==> src/rtl/truth_table_sweeper_if.sv <==
// Bundle of host-side and unit-side signals of the truth-table sweeper.
// slave: the sweeper itself; master: host plus the attached expression units.
interface truth_table_sweeper_if;
  logic       start;
  logic [7:0] exp_a;
  logic [7:0] exp_b;
  logic [7:0] exp_c;
  logic       drv_a;
  logic       drv_b;
  logic       drv_c;
  logic       res_a;
  logic       res_b;
  logic       res_c;
  logic       busy;
  logic       done;
  logic [7:0] tt_a;
  logic [7:0] tt_b;
  logic [7:0] tt_c;
  logic [2:0] mismatch;
  logic       pass;

  modport slave (
    input  start, exp_a, exp_b, exp_c, res_a, res_b, res_c,
    output drv_a, drv_b, drv_c, busy, done, tt_a, tt_b, tt_c, mismatch, pass
  );

  modport master (
    output start, exp_a, exp_b, exp_c, res_a, res_b, res_c,
    input  drv_a, drv_b, drv_c, busy, done, tt_a, tt_b, tt_c, mismatch, pass
  );
endinterface

==> src/rtl/truth_table_sweeper.sv <==
// Truth-table sweeper: steps {A,B,C} through 0..7, holds each value for
// SETTLE_CYCLES cycles plus one sample cycle, captures the three unit outputs
// into 8-bit signatures and compares them against tables latched at start.
module truth_table_sweeper #(
  parameter int unsigned SETTLE_CYCLES = 2
) (
  input logic                  clk,
  input logic                  rst_n,
  truth_table_sweeper_if.slave bus
);

  localparam logic [3:0] CNT_LOAD = 4'(SETTLE_CYCLES - 1);

  typedef enum logic [1:0] {IDLE, SETTLE, SAMPLE, DONE} state_t;

  state_t     state, state_nx;
  logic [2:0] idx;
  logic [3:0] cnt;
  logic       busy_q, done_q, pass_q;
  logic [7:0] tt_a_q, tt_b_q, tt_c_q;
  logic [7:0] ea_q, eb_q, ec_q;
  logic [2:0] mm_q;

  logic       accept, sample;
  logic [7:0] tt_a_nx, tt_b_nx, tt_c_nx;
  logic [2:0] mm_nx;

  // State register
  always_ff @(posedge clk or negedge rst_n) begin
    if (!rst_n) state <= IDLE;
    else        state <= state_nx;
  end

  // Next-state decode and per-cycle strobes
  always_comb begin
    state_nx = state;
    accept   = 1'b0;
    sample   = 1'b0;
    case (state)
      IDLE: begin
        if (bus.start) begin
          accept   = 1'b1;
          state_nx = SETTLE;
        end
      end
      SETTLE: begin
        if (cnt == 4'd0) state_nx = SAMPLE;
      end
      SAMPLE: begin
        sample   = 1'b1;
        state_nx = (idx == 3'd7) ? DONE : SETTLE;
      end
      DONE: begin
        state_nx = IDLE;
      end
      default: state_nx = IDLE;
    endcase
  end

  // Signatures including the bit being captured this cycle, so the final
  // comparison sees the complete table on the same edge that stores it.
  always_comb begin
    tt_a_nx      = tt_a_q;
    tt_b_nx      = tt_b_q;
    tt_c_nx      = tt_c_q;
    tt_a_nx[idx] = bus.res_a;
    tt_b_nx[idx] = bus.res_b;
    tt_c_nx[idx] = bus.res_c;
    mm_nx        = {tt_c_nx != ec_q, tt_b_nx != eb_q, tt_a_nx != ea_q};
  end

  // Datapath: expected-table latch, index/settle counter, capture and results
  always_ff @(posedge clk or negedge rst_n) begin
    if (!rst_n) begin
      idx    <= '0;
      cnt    <= '0;
      busy_q <= 1'b0;
      done_q <= 1'b0;
      pass_q <= 1'b0;
      tt_a_q <= '0;
      tt_b_q <= '0;
      tt_c_q <= '0;
      ea_q   <= '0;
      eb_q   <= '0;
      ec_q   <= '0;
      mm_q   <= '0;
    end else begin
      if (accept) begin
        ea_q   <= bus.exp_a;
        eb_q   <= bus.exp_b;
        ec_q   <= bus.exp_c;
        tt_a_q <= '0;
        tt_b_q <= '0;
        tt_c_q <= '0;
        mm_q   <= '0;
        pass_q <= 1'b0;
        idx    <= '0;
        cnt    <= CNT_LOAD;
        busy_q <= 1'b1;
      end
      if (state == SETTLE && cnt != 4'd0) cnt <= cnt - 4'd1;
      if (sample) begin
        tt_a_q <= tt_a_nx;
        tt_b_q <= tt_b_nx;
        tt_c_q <= tt_c_nx;
        if (idx != 3'd7) begin
          idx <= idx + 3'd1;
          cnt <= CNT_LOAD;
        end else begin
          mm_q   <= mm_nx;
          pass_q <= ~|mm_nx;
          busy_q <= 1'b0;
          done_q <= 1'b1;
        end
      end
      if (state == DONE) done_q <= 1'b0;
    end
  end

  // The drive register and the index are the same value: drv equals idx
  // while busy and both hold afterwards.
  assign bus.drv_a    = idx[2];
  assign bus.drv_b    = idx[1];
  assign bus.drv_c    = idx[0];
  assign bus.busy     = busy_q;
  assign bus.done     = done_q;
  assign bus.tt_a     = tt_a_q;
  assign bus.tt_b     = tt_b_q;
  assign bus.tt_c     = tt_c_q;
  assign bus.mismatch = mm_q;
  assign bus.pass     = pass_q;

endmodule

==> src/flat_wrapper.sv <==
// flat-port wrapper written by rule: the top's interface ports become plain ports
module truth_table_sweeper_flat 
#(
  parameter int unsigned SETTLE_CYCLES = 2
)
  (clk, rst_n, bus_start, bus_exp_a, bus_exp_b, bus_exp_c, bus_res_a, bus_res_b, bus_res_c, bus_drv_a, bus_drv_b, bus_drv_c, bus_busy, bus_done, bus_tt_a, bus_tt_b, bus_tt_c, bus_mismatch, bus_pass);
  truth_table_sweeper_if bus_i ();
  input logic clk;
  input logic rst_n;
  input wire logic [$bits(bus_i.start)-1:0] bus_start;
  input wire logic [$bits(bus_i.exp_a)-1:0] bus_exp_a;
  input wire logic [$bits(bus_i.exp_b)-1:0] bus_exp_b;
  input wire logic [$bits(bus_i.exp_c)-1:0] bus_exp_c;
  input wire logic [$bits(bus_i.res_a)-1:0] bus_res_a;
  input wire logic [$bits(bus_i.res_b)-1:0] bus_res_b;
  input wire logic [$bits(bus_i.res_c)-1:0] bus_res_c;
  output wire logic [$bits(bus_i.drv_a)-1:0] bus_drv_a;
  output wire logic [$bits(bus_i.drv_b)-1:0] bus_drv_b;
  output wire logic [$bits(bus_i.drv_c)-1:0] bus_drv_c;
  output wire logic [$bits(bus_i.busy)-1:0] bus_busy;
  output wire logic [$bits(bus_i.done)-1:0] bus_done;
  output wire logic [$bits(bus_i.tt_a)-1:0] bus_tt_a;
  output wire logic [$bits(bus_i.tt_b)-1:0] bus_tt_b;
  output wire logic [$bits(bus_i.tt_c)-1:0] bus_tt_c;
  output wire logic [$bits(bus_i.mismatch)-1:0] bus_mismatch;
  output wire logic [$bits(bus_i.pass)-1:0] bus_pass;
  assign bus_i.start = bus_start;
  assign bus_i.exp_a = bus_exp_a;
  assign bus_i.exp_b = bus_exp_b;
  assign bus_i.exp_c = bus_exp_c;
  assign bus_i.res_a = bus_res_a;
  assign bus_i.res_b = bus_res_b;
  assign bus_i.res_c = bus_res_c;
  assign bus_drv_a = bus_i.drv_a;
  assign bus_drv_b = bus_i.drv_b;
  assign bus_drv_c = bus_i.drv_c;
  assign bus_busy = bus_i.busy;
  assign bus_done = bus_i.done;
  assign bus_tt_a = bus_i.tt_a;
  assign bus_tt_b = bus_i.tt_b;
  assign bus_tt_c = bus_i.tt_c;
  assign bus_mismatch = bus_i.mismatch;
  assign bus_pass = bus_i.pass;
  truth_table_sweeper #(.SETTLE_CYCLES(SETTLE_CYCLES)) u_core (.clk(clk), .rst_n(rst_n), .bus(bus_i));
endmodule
==> config.mk <==
export PLATFORM = sky130hd
export DESIGN_NAME = truth_table_sweeper_flat
export DESIGN_NICKNAME = d
export VERILOG_FILES = /design/src/rtl/truth_table_sweeper_if.sv /design/src/rtl/truth_table_sweeper.sv /design/src/flat_wrapper.sv
export SDC_FILE = /design/constraint.sdc
export NUM_CORES = 1
export LEC_CHECK = 0
export CAP_MARGIN = 20
export CORE_MARGIN = 3
export CORE_UTILIZATION = 35
export CTS_CLUSTER_SIZE = 40
export DETAILED_ROUTE_END_ITERATION = 8
export REMOVE_ABC_BUFFERS = 1
export SLEW_MARGIN = 10
export SYNTH_ARGS = -nofsm -noshare
export SYNTH_HDL_FRONTEND = slang
export SYNTH_SLANG_ARGS = --single-unit
==> constraint.sdc <==
create_clock -name clk -period 2.4 [get_ports clk]
set_input_delay 0.6 -clock clk [delete_from_list [all_inputs] [get_ports clk]]
set_output_delay 0.6 -clock clk [all_outputs]
set_load 0.02 [all_outputs]
Word-level counts from Yosys, hierarchy flattened
Cells that the tools add are included.

storage, ports and cells
  bits of input ports = 30
  register bits = 63
  logic and storage cells = 74
  output and inout bits = 33

operators by class
  eq/ne operators = 11
  multiplexer cells = 35
  reduce and logical (&&, ||, !) cells = 11
  order comparisons = 2
  add/subtract/negate cells = 2

operators with widths
  kind                                                                   number
  8-bit two-way mux                                                      4
  8-bit bitwise mux                                                      3
  8-bit inequality test                                                  3
  3-bit two-way mux                                                      6
  4-bit two-way mux                                                      4
  1-bit two-way mux                                                      13
  2-bit one-hot mux with 4 select lines                                  1
  2-bit two-way mux                                                      3
  2-bit == test, second input constant                                   2
  4-bit zero test                                                        1
  3-bit by 4-bit < comparator with 1-bit output, second input constant   1
  2-bit inequality test, second input constant                           2
  2-bit AND reduction                                                    2
  2-bit nonzero test                                                     2
  4-bit nonzero test                                                     1
  4-bit by 1-bit subtractor with 4-bit output, second input constant     1
  3-bit by 1-bit adder with 3-bit output, second input constant          1
  1-bit demux with 3-bit select                                          1
  3-bit == test, second input constant                                   1
  3-bit by 1-bit >= comparator with 1-bit output, second input constant  1
  3-bit inequality test, second input constant                           1
  3-bit OR reduction                                                     1
  2-bit by 1-bit == test with 1-bit output, second input constant        1
  1-bit logical AND                                                      2
  3 further kinds                                                        3

Longest topological paths before layout
  depth in word-level cells = 10
  depth in mapped cells = 8
  gate-level depth less buffers = 8

Worst setup path before layout
Ideal clock, no wire load.

  path type = register -> register
  start = register u_core.idx[0]
  end = register u_core.pass_q (netlist: u_core.bus.pass)
  arrival = 2.029 ns
  path buffers = 1
  period minus slack after synthesis = 2.125 ns
  cell stages (with the launch flop) = 8
  required time = 2.305 ns
  slack = 0.275 ns
  setup time = 0.095 ns
  cell sequence = dfrtp_1 > buf_6 > nor3_4 > nor3b_1 > or4_4 > nor3_2 > nand4b_1 > o31ai_1

between the ends
  cells in the longest elaborated chain, start to end = 10
  elaborated cells between the ends (all ways) = 16
  classes of those cells = order compare (2); eq/ne (4); mux (7); reduce/logical (3)

ends and longest elaborated chain
  item                                                                                                                                          line                                                                             source
  start, declared                                                                                                                               truth_table_sweeper.sv:17                                                        logic [2:0] idx;
  start signal, assigned                                                                                                                        truth_table_sweeper.sv:107                                                       idx <= idx + 3'd1;
  3-bit by 4-bit < comparator with 1-bit output (implied by the code) / 3-bit by 1-bit >= comparator with 1-bit output (equally long branches)  truth_table_sweeper.sv:66, truth_table_sweeper.sv:67, truth_table_sweeper.sv:68
  1-bit logical AND (implied by the code)                                                                                                       truth_table_sweeper.sv:66, truth_table_sweeper.sv:67, truth_table_sweeper.sv:68
  1-bit two-way mux (implied by the code)                                                                                                       truth_table_sweeper.sv:66, truth_table_sweeper.sv:67, truth_table_sweeper.sv:68
  1-bit demux with 3-bit select                                                                                                                 -
  8-bit bitwise mux, on equally long branches                                                                                                   truth_table_sweeper.sv:66, truth_table_sweeper.sv:68, truth_table_sweeper.sv:67
  8-bit inequality test                                                                                                                         truth_table_sweeper.sv:69                                                        mm_nx = {tt_c_nx != ec_q, tt_b_nx != eb_q, tt_a_nx != ea_q};
  3-bit OR reduction                                                                                                                            truth_table_sweeper.sv:111                                                       pass_q <= ~|mm_nx;
  1-bit zero test                                                                                                                               truth_table_sweeper.sv:111
  1-bit two-way mux *                                                                                                                           truth_table_sweeper.sv:106                                                       if (idx != 3'd7) begin
  1-bit two-way mux *                                                                                                                           truth_table_sweeper.sv:102                                                       if (sample) begin
  end signal, assigned                                                                                                                          truth_table_sweeper.sv:111
  end, declared                                                                                                                                 truth_table_sweeper.sv:19                                                        logic busy_q, done_q, pass_q;

Mark *: on every way between the ends. The rest lies on a longest branch, timed or not.
A chain may end at the register's enable or synchronous reset.

Worst setup path in the final report
Ends and elaborated chain as after synthesis.

==> impl_results.html <==
<table>
<tr><th>Metric</th><th>Value</th></tr>
<tr><th colspan="2">Worst setup path</th></tr>
<tr><td>Type of element launching the critical path</td><td>flip-flop</td></tr>
<tr><td>Worst path slowest cell</td><td>sky130_fd_sc_hd__dfrtp_4</td></tr>
<tr><td>Critical path endpoint category</td><td>flip-flop</td></tr>
<tr><td>Slowest cell delay on critical path</td><td>0.56 ns</td></tr>
<tr><td>Worst EP required</td><td>2.65 ns</td></tr>
<tr><td>R2R depth</td><td>8</td></tr>
<tr><td>Worst Path Class, Setup</td><td>flip-flop to flip-flop</td></tr>
<tr><td>Largest fanout of any net on the critical path</td><td>12</td></tr>
<tr><td>WP data arrival</td><td>2.58 ns</td></tr>
<tr><td>List of cells traversed by the critical path</td><td>buf_4, nor3_4, buf_4, mux2i_1, nand3_1, nor4_4, nand3_1, o31ai_1</td></tr>
<tr><th colspan="2">Yosys</th></tr>
<tr><td>Number of synthesized flops with an enable pin</td><td>0</td></tr>
<tr><td>Post-synthesis sequential element count</td><td>63</td></tr>
<tr><td>Cell area after synthesis</td><td>3431 µm²</td></tr>
<tr><td>Async S/R FF share, synth</td><td>1.000</td></tr>
<tr><td>Average footprint of a synthesized cell</td><td>9.610 µm²</td></tr>
<tr><td>Number of synthesis warnings</td><td>0</td></tr>
<tr><td>Cell with the most instances after synthesis</td><td>sky130_fd_sc_hd__nand2_1</td></tr>
<tr><td>Area share of the largest cell type after synthesis</td><td>0.4595</td></tr>
<tr><td>Largest cells by area after synthesis</td><td>sky130_fd_sc_hd__dfrtp_1 (46%), sky130_fd_sc_hd__nand2_1 (8.6%), sky130_fd_sc_hd__a22o_1 (6.6%)</td></tr>
<tr><td>Top cells by instance count after synthesis</td><td>sky130_fd_sc_hd__nand2_1 (79), sky130_fd_sc_hd__dfrtp_1 (63), sky130_fd_sc_hd__a22o_1 (26)</td></tr>
<tr><td>Most used DFF post-synth</td><td>sky130_fd_sc_hd__dfrtp_1</td></tr>
<tr><td>Number of distinct standard cells referenced by the synthesized netlist</td><td>57</td></tr>
<tr><td>Post-Syn Instances</td><td>357</td></tr>
<tr><td>Dominant cell type by area after synthesis</td><td>sky130_fd_sc_hd__dfrtp_1</td></tr>
<tr><td>Sequential-to-total area share from yosys stat</td><td>0.4595</td></tr>
<tr><th colspan="2">Final layout</th></tr>
<tr><td>Number of nets in the layout</td><td>484</td></tr>
<tr><td>Finished Core Util</td><td>0.4957</td></tr>
<tr><td>Share of layout cells above drive strength 1</td><td>0.1535</td></tr>
<tr><td>Area grow syn2layout</td><td>35.41%</td></tr>
<tr><td>Filler Cell Count</td><td>916</td></tr>
<tr><td># diodes</td><td>0</td></tr>
<tr><td>Area used by sequential logic in the layout</td><td>1582 µm²</td></tr>
<tr><td>Post-route non-filler standard cell count</td><td>585</td></tr>
<tr><td>Area of the multi-input gates</td><td>1715 µm²</td></tr>
<tr><th colspan="2">Global routing</th></tr>
<tr><td>Total overflow reported by the global router</td><td>0</td></tr>
<tr><td>Number of antenna violations at the first check in global routing</td><td>0</td></tr>
<tr><td>Maximum number of pins on one net before global-route repair</td><td>64</td></tr>
<tr><td>Wire length of the first global-routing pass</td><td>16140 µm</td></tr>
<tr><td>Via count of the first global-routing pass</td><td>3086</td></tr>
<tr><td>Tot GR Track Use</td><td>0.1849</td></tr>
<tr><th colspan="2">STA</th></tr>
<tr><td>Max-slew violation total from the final report</td><td>0</td></tr>
<tr><td>Count of final hold-check violations</td><td>0</td></tr>
<tr><td>Setup repair after global routing missed its margin</td><td>no</td></tr>
<tr><td>Final setup skew</td><td>0.01496 ns</td></tr>
<tr><td>Crit path setup slack, layout</td><td>0.07150 ns</td></tr>
<tr><td>Slew HR</td><td>0.6460</td></tr>
<tr><td>Final critical-path share of the clock period</td><td>0.9702</td></tr>
<tr><td>Maximum achievable frequency</td><td>429.5 MHz</td></tr>
<tr><td>Time the worst path needs with I/O delays and setup</td><td>2.328 ns</td></tr>
<tr><td>Slew @ Worst Pin</td><td>0.5262 ns</td></tr>
<tr><td>Final setup violation count</td><td>0</td></tr>
<tr><th colspan="2">Drt</th></tr>
<tr><td>Routed Antenna Nets</td><td>0</td></tr>
<tr><td>Remaining DRCs</td><td>0</td></tr>
<tr><td>Routed length per instance</td><td>16.86 µm</td></tr>
<tr><td>Via density</td><td>5.176</td></tr>
<tr><td>DRT Wirelength</td><td>9864 µm</td></tr>
<tr><td>Total number of vias</td><td>3028</td></tr>
<tr><td>Number of iterations in the first detailed-routing pass</td><td>4</td></tr>
<tr><td>First-iteration detailed-routing DRC count</td><td>209</td></tr>
<tr><th colspan="2">Clock tree</th></tr>
<tr><td>CTS sink count</td><td>63</td></tr>
<tr><td>Clock latency of the later-clocked register in the worst-skew pair</td><td>0.34 ns</td></tr>
<tr><td>Level count of the clock H-tree</td><td>3</td></tr>
<tr><td>Hold-fix buffers at CTS</td><td>0</td></tr>
<tr><td>Num CTS Buffers</td><td>9</td></tr>
<tr><td>Root cell of the clock tree</td><td>sky130_fd_sc_hd__clkbuf_8</td></tr>
<tr><td>Maximum clock insertion buffer count</td><td>2</td></tr>
<tr><td>Clk pin slew, worst setup/hold paths</td><td>0.07 ns</td></tr>
<tr><td>Clock tree from TritonCTS</td><td>built</td></tr>
<tr><th colspan="2">Power</th></tr>
<tr><td>Maximum vdd ir drop</td><td>0.4364 mV</td></tr>
<tr><td>Lkg Pwr</td><td>2.111 nW</td></tr>
<tr><td>Power per unit of standard cell area</td><td>992.9 nW/µm²</td></tr>
<tr><th colspan="2">Floorplanning</th></tr>
<tr><td>Effective utilization at floorplan</td><td>0.3661</td></tr>
<tr><td>Total die area</td><td>11030 µm²</td></tr>
<tr><td>Placeable core area</td><td>9371 µm²</td></tr>
<tr><td># IOs</td><td>63</td></tr>
<tr><td>Floorplan row count</td><td>35</td></tr>
<tr><td>Overall die height</td><td>105.0 µm</td></tr>
<tr><td>Horizontal die dimension</td><td>105.0 µm</td></tr>
<tr><th colspan="2">Run</th></tr>
<tr><td>Maximum Capacitance Violations</td><td>0</td></tr>
<tr><th colspan="2">Placed design</th></tr>
<tr><td>Placer's final routability congestion estimate</td><td>0.8402</td></tr>
<tr><td>HPWL reported at the end of detailed placement</td><td>7070 µm</td></tr>
<tr><td>Worst slack after detailed placement</td><td>-0.3877 ns</td></tr>
<tr><td>Post-placement cell count</td><td>563</td></tr>
<tr><td>Number of port buffers</td><td>62</td></tr>
<tr><th colspan="2">Min path</th></tr>
<tr><td>Classification of the worst-slack hold path</td><td>primary input to async pin</td></tr>
<tr><th colspan="2">Outcome</th></tr>
<tr><td>Outcome</td><td>complete, no violations</td></tr>
</table>
==> metal layers <==
metal | track usage | routed length, µm
met3 | 0.05003 | 672
met5 | 0 | 0
met1 | 0.2630 | 4599
met4 | 0.04780 | 75
met2 | 0.2782 | 4517
==> report_power, final <==
group / switching [W] / internal, W
clock network: 0.000417 / 0.000562
registers: 0.000337 / 0.00136
logic: 0.00105 / 0.000887
total: 0.00180 / 0.00281
==> sequential cells by signal (all words and copies together), names as in the netlist <==
register,cells
u_core.bus.tt_a,8
u_core.bus.tt_b,8
u_core.bus.tt_c,8
u_core.ea_q,8
u_core.eb_q,8
u_core.ec_q,8
u_core.cnt,4
u_core.bus.mismatch,3
u_core.idx,3
u_core.state,2
u_core.bus.busy,1
u_core.bus.done,1
u_core.bus.pass,1
==> final cells by class <==
type | count | share of cell area
tap | 129 | 0.03474
clock inverter | 3 | 0.008618
inverter | 12 | 0.009696
timing repair buffer | 101 | 0.2009
multi-input combinational | 264 | 0.3692
sequential | 63 | 0.3404
clock buffer | 13 | 0.03636
==> metrics by stage <==
step / hold WS, ns / setup TNS, ns / power (W) / area [µm²]
after floorplan: 0.3044 / 0 / 0.002802 / 3322
after global placement: 0.4727 / -0.8039 / 0.003524 / 4372
after detailed placement: 0.4764 / -0.8090 / 0.003570 / 4372
after CTS: 0.2590 / 0 / 0.004599 / 4598
after global routing: 0.2726 / 0 / 0.004931 / 4646
final: 0.2416 / 0 / 0.004613 / 4646
==> critical path: cells and delay by family (launching register included) <==
kind / cells / cell delay [ns]
simple gates: 4 / 0.81
flops: 1 / 0.56
compound gates: 1 / 0.26
mux: 1 / 0.24
buf+inv: 2 / 0.35
==> final timing paths <==
check                                        from                endpoint  slack [ns]
min reg2reg                u_core.bus.mismatch[2]  u_core.bus.mismatch[2]        0.49
min in group clk           u_core.bus.mismatch[2]  u_core.bus.mismatch[2]        0.49
max reg2reg                         u_core.idx[0]         u_core.bus.pass        0.07
max                                 u_core.idx[0]         u_core.bus.pass        0.07
min                                         rst_n          u_core.ec_q[5]        0.24
max in group asynchronous                   rst_n          u_core.ea_q[0]        1.84
==> cell usage in the layout, fill, tap and decap left out, types with 3 or more instances in the layout <==
| cell | n |
|---|---|
| sky130_fd_sc_hd__a21oi_1 | 6 |
| sky130_fd_sc_hd__a22o_1 | 26 |
| sky130_fd_sc_hd__a311oi_1 | 3 |
| sky130_fd_sc_hd__a31oi_1 | 5 |
| sky130_fd_sc_hd__buf_4 | 37 |
| sky130_fd_sc_hd__clkbuf_8 | 12 |
| sky130_fd_sc_hd__clkdlybuf4s50_1 | 61 |
| sky130_fd_sc_hd__dfrtp_1 | 61 |
| sky130_fd_sc_hd__ha_1 | 3 |
| sky130_fd_sc_hd__inv_1 | 12 |
| sky130_fd_sc_hd__mux2i_1 | 12 |
| sky130_fd_sc_hd__nand2_1 | 79 |
| sky130_fd_sc_hd__nand2b_1 | 7 |
| sky130_fd_sc_hd__nand3_1 | 5 |
| sky130_fd_sc_hd__nand3b_1 | 5 |
| sky130_fd_sc_hd__nor2_1 | 20 |
| sky130_fd_sc_hd__nor2b_1 | 4 |
| sky130_fd_sc_hd__nor3_1 | 5 |
| sky130_fd_sc_hd__nor3b_1 | 6 |
| sky130_fd_sc_hd__nor3b_4 | 3 |
| sky130_fd_sc_hd__nor4_1 | 3 |
| sky130_fd_sc_hd__o21ai_0 | 12 |
| sky130_fd_sc_hd__o22ai_1 | 3 |
| sky130_fd_sc_hd__o32a_1 | 3 |
| sky130_fd_sc_hd__xnor2_1 | 8 |
| sky130_fd_sc_hd__xor2_1 | 8 |
==> timing repair <==
action                     CTS  global route
pin swaps                    0             3
setup endpoints to repair    4             1
buffers inserted             0             6
resized for setup            4             1
==> cells by family after synthesis <==
| family | count (synthesis) | share of synthesized area |
|---|---|---|
| fa+ha+maj | 3 | 0.01094 |
| flops | 63 | 0.4595 |
| mux | 14 | 0.04158 |
| simple gates | 157 | 0.2414 |
| compound gates | 74 | 0.1608 |
| buf+inv | 30 | 0.04486 |
| xor+xnor | 16 | 0.04085 |
(Power assumes the default switching activity.)
